[src/rtl/fp_add_if.sv]
// fp_add operand/result bundle.
// Inputs are sampled and outputs driven on the rising edge of the block clock.
interface fp_add_if;
  logic        in_valid;
  logic [31:0] a;
  logic [31:0] b;
  logic        out_valid;
  logic [31:0] result;
  logic        overflow;
  logic        invalid;

  modport master (
    output in_valid, a, b,
    input  out_valid, result, overflow, invalid
  );

  modport slave (
    input  in_valid, a, b,
    output out_valid, result, overflow, invalid
  );
endinterface

[src/rtl/fp_add.sv]
// binary32 adder, fully pipelined, latency 3.
// Subnormals are flushed to zero on input and on output.
module fp_add (
  input  logic   clk,
  input  logic   rst_n,
  fp_add_if.slave bus
);

  typedef struct packed {
    logic        sl;
    logic        ss;
    logic [7:0]  el;
    logic [23:0] ml;
    logic [23:0] ms;
    logic [7:0]  diff;
    logic        nan;
    logic        inf;
    logic        inf_s;
  } s1_t;

  typedef struct packed {
    logic        sign;
    logic        zsign;
    logic [7:0]  el;
    logic [27:0] sum;
    logic        nan;
    logic        inf;
    logic        inf_s;
  } s2_t;

  logic        v0, v1, v2;
  logic [31:0] a0, b0;
  s1_t         s1_d, s1_q;
  s2_t         s2_d, s2_q;

  logic        a_z, b_z, a_max, b_max;
  logic        a_nan, b_nan, a_inf, b_inf;
  logic        swap, lw_z, sw_z;
  logic [31:0] lw, sw;
  logic [7:0]  es;

  logic [49:0] wide;
  logic [26:0] sm, lg;

  logic [4:0]  lz;
  logic [26:0] n;
  logic [24:0] m25;
  logic signed [9:0] e_n, e_r;
  logic [22:0] frac;
  logic [31:0] res_d;
  logic        ovf_d, inv_d;

  function automatic logic [4:0] lzc(input logic [26:0] v);
    logic [4:0] c;
    c = 5'd27;
    for (int i = 0; i < 27; i++)
      if (v[i]) c = 5'(26 - i);
    return c;
  endfunction

  always_ff @(posedge clk) begin
    if (!rst_n) begin
      v0            <= 1'b0;
      v1            <= 1'b0;
      v2            <= 1'b0;
      bus.out_valid <= 1'b0;
      bus.result    <= '0;
      bus.overflow  <= 1'b0;
      bus.invalid   <= 1'b0;
    end else begin
      v0            <= bus.in_valid;
      v1            <= v0;
      v2            <= v1;
      bus.out_valid <= v2;
      bus.result    <= v2 ? res_d : '0;
      bus.overflow  <= v2 & ovf_d;
      bus.invalid   <= v2 & inv_d;
    end
  end

  always_ff @(posedge clk) begin
    a0   <= bus.a;
    b0   <= bus.b;
    s1_q <= s1_d;
    s2_q <= s2_d;
  end

  // Unpack, classify, order by magnitude.
  always_comb begin
    a_z   = (a0[30:23] == 8'd0);
    b_z   = (b0[30:23] == 8'd0);
    a_max = &a0[30:23];
    b_max = &b0[30:23];
    a_nan = a_max & (|a0[22:0]);
    b_nan = b_max & (|b0[22:0]);
    a_inf = a_max & ~(|a0[22:0]);
    b_inf = b_max & ~(|b0[22:0]);
    swap  = (b_z ? 31'd0 : b0[30:0]) >
            (a_z ? 31'd0 : a0[30:0]);
    lw    = swap ? b0 : a0;
    sw    = swap ? a0 : b0;
    lw_z  = swap ? b_z : a_z;
    sw_z  = swap ? a_z : b_z;
    es    = sw_z ? 8'd0 : sw[30:23];
    s1_d.sl    = lw[31];
    s1_d.ss    = sw[31];
    s1_d.el    = lw_z ? 8'd0 : lw[30:23];
    s1_d.ml    = lw_z ? 24'd0 : {1'b1, lw[22:0]};
    s1_d.ms    = sw_z ? 24'd0 : {1'b1, sw[22:0]};
    s1_d.diff  = (lw_z ? 8'd0 : lw[30:23]) - es;
    s1_d.nan   = a_nan | b_nan |
                 (a_inf & b_inf & (a0[31] ^ b0[31]));
    s1_d.inf   = a_inf | b_inf;
    s1_d.inf_s = a_inf ? a0[31] : b0[31];
  end

  // Align smaller operand with guard/round/sticky, then add or subtract.
  always_comb begin
    wide = {s1_q.ms, 26'd0} >> s1_q.diff;
    if (s1_q.diff >= 8'd26)
      sm = {26'd0, |s1_q.ms};
    else
      sm = {wide[49:24], |wide[23:0]};
    lg = {s1_q.ml, 3'b000};
    s2_d.sum   = (s1_q.sl ^ s1_q.ss)
               ? {1'b0, lg - sm}
               : {1'b0, lg} + {1'b0, sm};
    s2_d.sign  = s1_q.sl;
    s2_d.zsign = s1_q.sl & s1_q.ss;
    s2_d.el    = s1_q.el;
    s2_d.nan   = s1_q.nan;
    s2_d.inf   = s1_q.inf;
    s2_d.inf_s = s1_q.inf_s;
  end

  // Normalize, round to nearest even, pack.
  always_comb begin
    lz = lzc(s2_q.sum[26:0]);
    if (s2_q.sum[27]) begin
      n   = {s2_q.sum[27:2], |s2_q.sum[1:0]};
      e_n = $signed({2'b00, s2_q.el}) + 10'sd1;
    end else begin
      n   = s2_q.sum[26:0] << lz;
      e_n = $signed({2'b00, s2_q.el}) -
            $signed({5'd0, lz});
    end
    m25  = {1'b0, n[26:3]} +
           {24'd0, n[2] & (n[3] | n[1] | n[0])};
    e_r  = e_n + $signed({9'd0, m25[24]});
    frac = m25[24] ? m25[23:1] : m25[22:0];
    ovf_d = 1'b0;
    inv_d = 1'b0;
    if (s2_q.nan) begin
      res_d = 32'h7FC0_0000;
      inv_d = 1'b1;
    end else if (s2_q.inf) begin
      res_d = {s2_q.inf_s, 8'hFF, 23'd0};
    end else if (s2_q.sum == 28'd0) begin
      res_d = {s2_q.zsign, 31'd0};
    end else if (e_r <= 10'sd0) begin
      res_d = {s2_q.sign, 31'd0};
    end else if (e_r >= 10'sd255) begin
      res_d = {s2_q.sign, 8'hFF, 23'd0};
      ovf_d = 1'b1;
    end else begin
      res_d = {s2_q.sign, e_r[7:0], frac};
    end
  end

endmodule

[src/flat_wrapper.sv]
// flat-port wrapper written by rule: the top's interface ports become plain ports
module fp_add_flat 
  (clk, rst_n, bus_in_valid, bus_a, bus_b, bus_out_valid, bus_result, bus_overflow, bus_invalid);
  fp_add_if bus_i ();
  input  logic clk;
  input  logic rst_n;
  input wire logic [$bits(bus_i.in_valid)-1:0] bus_in_valid;
  input wire logic [$bits(bus_i.a)-1:0] bus_a;
  input wire logic [$bits(bus_i.b)-1:0] bus_b;
  output wire logic [$bits(bus_i.out_valid)-1:0] bus_out_valid;
  output wire logic [$bits(bus_i.result)-1:0] bus_result;
  output wire logic [$bits(bus_i.overflow)-1:0] bus_overflow;
  output wire logic [$bits(bus_i.invalid)-1:0] bus_invalid;
  assign bus_i.in_valid = bus_in_valid;
  assign bus_i.a = bus_a;
  assign bus_i.b = bus_b;
  assign bus_out_valid = bus_i.out_valid;
  assign bus_result = bus_i.result;
  assign bus_overflow = bus_i.overflow;
  assign bus_invalid = bus_i.invalid;
  fp_add u_core (.clk(clk), .rst_n(rst_n), .bus(bus_i));
endmodule
[config.mk]
export PLATFORM = sky130hd
export DESIGN_NAME = fp_add_flat
export DESIGN_NICKNAME = d
export VERILOG_FILES = /design/src/rtl/fp_add_if.sv /design/src/rtl/fp_add.sv /design/src/flat_wrapper.sv
export SDC_FILE = /design/constraint.sdc
export NUM_CORES = 1
export LEC_CHECK = 0
export ABC_AREA = 1
export BUFFER_PORTS_ARGS = -buffer_cell sky130_fd_sc_hd__buf_2
export CAP_MARGIN = 20
export CORE_ASPECT_RATIO = 1.5
export CORE_UTILIZATION = 55
export CTS_BUF_LIST = sky130_fd_sc_hd__clkbuf_4 sky130_fd_sc_hd__clkbuf_8
export DETAILED_ROUTE_END_ITERATION = 8
export PLACE_DENSITY = 0.86
export SLEW_MARGIN = 20
export SYNTH_ARGS = -nofsm -noshare
export SYNTH_HDL_FRONTEND = slang
export SYNTH_SLANG_ARGS = --single-unit
[constraint.sdc]
create_clock -name clk -period 8.2 [get_ports clk]
set_input_delay 1.23 -clock clk [delete_from_list [all_inputs] [get_ports clk]]
set_output_delay 1.23 -clock clk [all_outputs]
set_load 0.01 [all_outputs]
======== Word-level counts from Yosys, hierarchy flattened ========
Cells that the tools add are included.
storage, ports and cells
  bits in registers ....................... 212
  bits in latches ......................... 0
  RAM bits ................................ 0
  bits in read-only memories .............. 0
  bits of input ports ..................... 67
  output and inout port bits .............. 35
  logic and storage cells ................. 131
  memories kept ........................... 0
cells by class
  $add $sub $neg .......................... 7
  multiply operators ...................... 0
  divide/modulo/power cells ............... 0
  $lt $le $gt $ge ......................... 4
  eq/ne operators ......................... 0
  shift operators ......................... 2
  mux-type cells .......................... 54
  bitwise gates (word level) .............. 21
  reductions and logical operators ........ 13
operators by type and width
  operator             count
  $mux 31              5
  $mux 32              4
  $mux 27              3
  $mux 5               16
  $shr 50x8->50        1
  $mux 24              2
  $reduce_or 24->1     2
  $reduce_or 23->1     2
  $mux 4               8
  $gt 31x31->1         1
  $add 27x27->28       1
  $logic_not 28->1     1
  $shl 27x5->27        1
  $sub 27x27->27       1
  $add 24x1->25        1
  $mux 23              1
  $logic_not 8->1      2
  $mux 8               2
  $reduce_and 8->1     2
  $add 10x2->10        1
  $and 1x1->1          10
  $ge 10x9->1 const B  1
  $le 10x1->1 const B  1
  $mux 1               10
  13 further kinds     22

======== Logic depth before layout (Yosys ltp) ========
  depth after elaboration ................. 41
  gate-level depth with buffers ........... 56
  depth with buffers taken out ............ 55

======== Worst setup path after synthesis ========
No wires, ideal clock.
  path type ............................... register -> register
  from .................................... reg u_core.s2_q[5] (netlist name)
  to ...................................... reg u_core.bus.result[10]
  setup time .............................. 74 ps
  data arrival time ....................... 4,924 ps
  data required time ...................... 8,126 ps
  path slack .............................. 3,202 ps
  stages on the path, launching flop included .. 56
  buffers on the path ..................... 1
  period minus slack after synthesis ...... 4,998 ps
  cells stage by stage .................... dfxtp_1 -> inv_2 -> nand2_1 -> nand2_1 -> nand2_1 -> nand2_1 -> nand2_1 -> nand2_1 -> nand2_1 -> nand2_1 -> nand2_1 -> nand2_1 -> nand2_1 -> nand2_1 -> nand2_1 -> nand2_1 -> nand2_1 -> nand2_1 -> [... 20 more ...] -> clkinv_2 -> nand4_1 -> nor2_1 -> ha_1 -> and3_1 -> nand4_1 -> nor2_1 -> inv_1 -> nor2_1 -> xnor2_1 -> nor2_1 -> nand4_1 -> nand4_1 -> nor2_1 -> inv_1 -> nor2_4 -> nand2_2 -> o21ai_0
between the ends
  longest elaborated chain between the ends .. 34
  elaborated cells between the ends (all ways) .. 39
  those cells by class .................... add/sub (3); order compare (2); shift (1); mux (28); bitwise (3); reduce/logical (2)
RTL lines
  item                                        line                          text
  from (decl)                                 fp_add.sv:34                  s2_t s2_d, s2_q;
  from (signal assigned)                      fp_add.sv:85                  s2_q <= s2_d;
  $mux 2                                      fp_add.sv:57                  if (v[i]) c = 5'(26 - i);
  $mux 4 (8 in a row)                         fp_add.sv:57
  $mux 5 (16 in a row)                        fp_add.sv:57
  $shl 27x5->27                               fp_add.sv:143                 n = s2_q.sum[26:0] << lz;
  $mux 27                                     fp_add.sv:139                 if (s2_q.sum[27]) begin
  $or 1x1->1 (2 in a row)                     fp_add.sv:148                 {24'd0, n[2] & (n[3] | n[1] | n[0])};
  $and 1x1->1                                 fp_add.sv:148
  $add 24x1->25                               fp_add.sv:147                 m25 = {1'b0, n[26:3]} +
  $add 10x2->10                               fp_add.sv:149                 e_r = e_n + $signed({9'd0, m25[24]});
  $ge 10x9->1 or $le 10x1->1 (tied branches)  fp_add.sv:162, fp_add.sv:160
  $reduce_or 7->1 (no source line)            -
  to (signal assigned)                        fp_add.sv:75                  bus.result <= v2 ? res_d : '0;
  to (decl)                                   fp_add_if.sv:19               output out_valid, result, overflow, invalid
Parallel ways exist; a longest one is shown, timed or not.
A chain may end at the register's enable or synchronous reset.

======== Final worst setup path ========
  from .................................... reg u_core.s2_q[5] (netlist name)
  to ...................................... reg u_core.bus.result[12]
The elaborated chain is that of the path after synthesis.

==> metrics.md <==
| Metric | Value |
|---|---|
| Net count after synthesis | 2441 |
| Leakage | slightly above 8 nW |
| Pwr Density | 358 nW/um2 |
| Most Frequent Cell on Critical Path | nand2_1 |
| Detailed-route via count | 15100 |
| Cts bufs inserted | 31 |
| Syn. warnings | 0 |
| Avg Vias per Cell | 5.60 |
| Ports | approximately 100 |
| Initial antenna violation count | 0 |
| DRC Markers | 0 |
| Setup crit start | u_core.s2_q[5]$_DFF_P_ |
| Insertion delay to the later sink of the worst-skew pair | 0.64 ns |
| Die area | 27100 um2 |
| Final setup margin | 1.65 ns |
| CP Class | reg -> reg |
| Sequential element share of the synthesized area | 29.1% |
| Most common cell after layout, fill and taps aside | nand2_1 |
| Worst Hold Depth | 0 |
| Buf/Inv on CP | 5 |
| Largest net degree at the start of global routing | 89 |
| Required @ worst endpoint | 8.71 ns |
| Post-synth top flop | dfxtp_1 |
| Worst R2R Path Depth | 52 |
| CP Launch Type | register |
| Netlist cell types | 59 |
| Final slew viol count | 0 |
| CP arrival | 7.06 ns |
| Vias in the first global route | between 10000 and 15000 |
| # clock sinks | around 210 |
| Crit share post-route | 79.8% |
| H-tree lvl count | 1 |
| Pre-CTS WS | ~1.8 ns |
| Detailed Place HPWL | approximately 35 mm |
| Worst r2r src | u_core.s2_q[5]$_DFF_P_ |
| Most frequent cells in the layout | nand2_1 (603), inv_1 (316), nand3_1 (225) |
| Crit path time final | 6.55 ns |
| Global-route wire length before repair | around 70 mm |
| WL/cell | 16.5 um |
| Clk root buf | clkbuf_8 |
| Post-CTS Resized | 0 |
| Antenna cells | 0 |
| Starting Density | between 50% and 60% |
| Overflow after GRT | 0 |
| Async S/R FF share, synth | 0% |
| CP max FO | 36 |
| NumNets Final | about 2500 |
| Max IR drop VDD | roughly 0.22 mV |
| Total GRT Usage | 33.0% |
| Endpoints failing setup | 0 |
| Post-Synthesis Mean Instance Area | 6.41 um2 |
| Critical R2R Capture | u_core.bus.result[12]$_SDFF_PP0_ |
| Slew @ Worst Pin | 1.10 ns |
| DIE HEIGHT | 201 um |
| Initial DRT Pass Iterations | 7 |
| Min-delay worst type | reg -> reg |
| Clk_skew | 0.0432 ns |
| Mapped cell area | 14600 um2 |
| Routability cong. | between 1 and 1.5 |
| Synthesis-to-finish area growth | 9.26% |
| Maxcap violations | 0 |
| Core Region | roughly 26000 um2 |
| Post-synthesis instance total | 2273 |
| Layout cells sized above 1 | 9.46% |
| Flops & latches, synth | 212 |
| Setup crit end kind | register |
| Worst reg-to-reg setup slack | 1.65 ns |
| Crit-path max cell delay | 0.40 ns |
| DRT iter0 DRCs | 1052 |
| Clock buffer depth | 3 |
| CTS tree | done |
| Worst path depth | 52 |
| Post-CTS Setup Inserts | 0 |
| Buffers on Ports | 101 |
| TNS Setup | 0 ns |
| Die width | 135 um |
| Status | finished clean |
| Post-synth EDFFs | 0 |
| Peak Freq | 0.153 GHz |
| Slowest CP cell | dfxtp_1 |
| Clock transition at path regs | 0.07 ns |
| RSZ-0062 raised after global routing | false |
| WL final | ~44 mm |
| ANT nets after route | 0 |
| CP Capture Point | u_core.bus.result[12]$_SDFF_PP0_ |
| Rows | 72 |
| Hold_buf cts | 0 |
| CP top delay family | simple AND/OR/NAND/NOR gates |
| Headroom to the max-slew limit | 26.6% |
| Final Hold Viols | 0 |
-- flip-flops by register name, indices dropped and copies added (netlist names) --
name and cells:
u_core.a0 32, u_core.b0 32, u_core.bus.invalid 1, u_core.bus.out_valid 1, u_core.bus.overflow 1, u_core.bus.result 32
u_core.lg 24, u_core.s1_q 45, u_core.s2_q 41, u_core.v0 1, u_core.v1 1, u_core.v2 1
-- how the worst min path moves through the flow --
| stage | start | to | slack, ns |
|---|---|---|---|
| after floorplan | u_core.s1_q[0]$_DFF_P_ | u_core.s2_q[0]$_DFF_P_ | 0.31 |
| after global placement | u_core.s1_q[0]$_DFF_P_ | u_core.s2_q[0]$_DFF_P_ | 0.31 |
| after detailed placement | u_core.s1_q[1]$_DFF_P_ | u_core.s2_q[1]$_DFF_P_ | 0.31 |
| after CTS | u_core.s1_q[60]$_DFF_P_ | u_core.s2_q[32]$_DFF_P_ | 0.33 |
| after global routing | u_core.s1_q[59]$_DFF_P_ | u_core.s2_q[31]$_DFF_P_ | 0.34 |
| final | u_core.s1_q[60]$_DFF_P_ | u_core.s2_q[32]$_DFF_P_ | 0.32 |
-- cells by family after synthesis --
group | synth area share [%]
DFF | 29.1
and+or+nand+nor | 32.9
buffers and inverters | 11.2
adders and majority gates | 8.83
xor gates and xnor gates | 3.19
AOI/OAI and AO/OA | 14.1
muxes | 0.756
-- through the flow --
step	instance area [um2]	hold slack [ns]	utilization, %	cells	total power, W
floorplan	14600	0.310	-	2273	0.00381
global placement	15200	0.312	58.6	2634	0.00465
detailed placement	15200	0.312	58.6	2634	0.00467
CTS	15900	0.326	61.3	2690	0.00563
global route	15900	0.336	61.3	2690	0.00616
finish	15900	0.324	61.3	2690	0.00570
-- Yosys cell counts (16+ instances only) --
library cell  count  area share [%]
inv_1           316             8.1
xnor2_1          18             1.1
nand2_1         604              16
nor4_1           18            0.77
dfxtp_1         212              29
nand3_1         225             7.7
nor2_1          181             4.7
nand4_1          41             1.8
clkbuf_1         59             1.5
xor2_1           35             2.1
a21oi_1          92             3.2
ha_1             98             8.4
o21ai_1          16            0.55
o21ai_0         171             5.9
-- final cells by class --
class	count	area, um2
Tap cell	333	417
Clock buffer	43	554
Fill cell	2443	10000
Inverter	327	1230
Timing Repair Buffer	115	611
Sequential cell	212	4240
Multi-Input combinational cell	1647	8700
Clock inverter	13	155
-- report_power, final --
group	switching, W	internal, W
logic	0.00236	0.000999
clock network	0.000424	0.000535
registers	0.000185	0.00120
total	0.00297	0.00273
-- per-layer routing --
metal | part of all wire [%] | vias up | GRT usage [%]
met4 | 8.8 | 0 | 27.6
met2 | 53 | 631 | 63.1
met1 | 34 | 6718 | 30.2
met3 | 4.7 | 231 | 4.26
met5 | 0 | - | 0
li1 | - | 7486 | -
No activity file was read; power rests on OpenSTA's default activity.
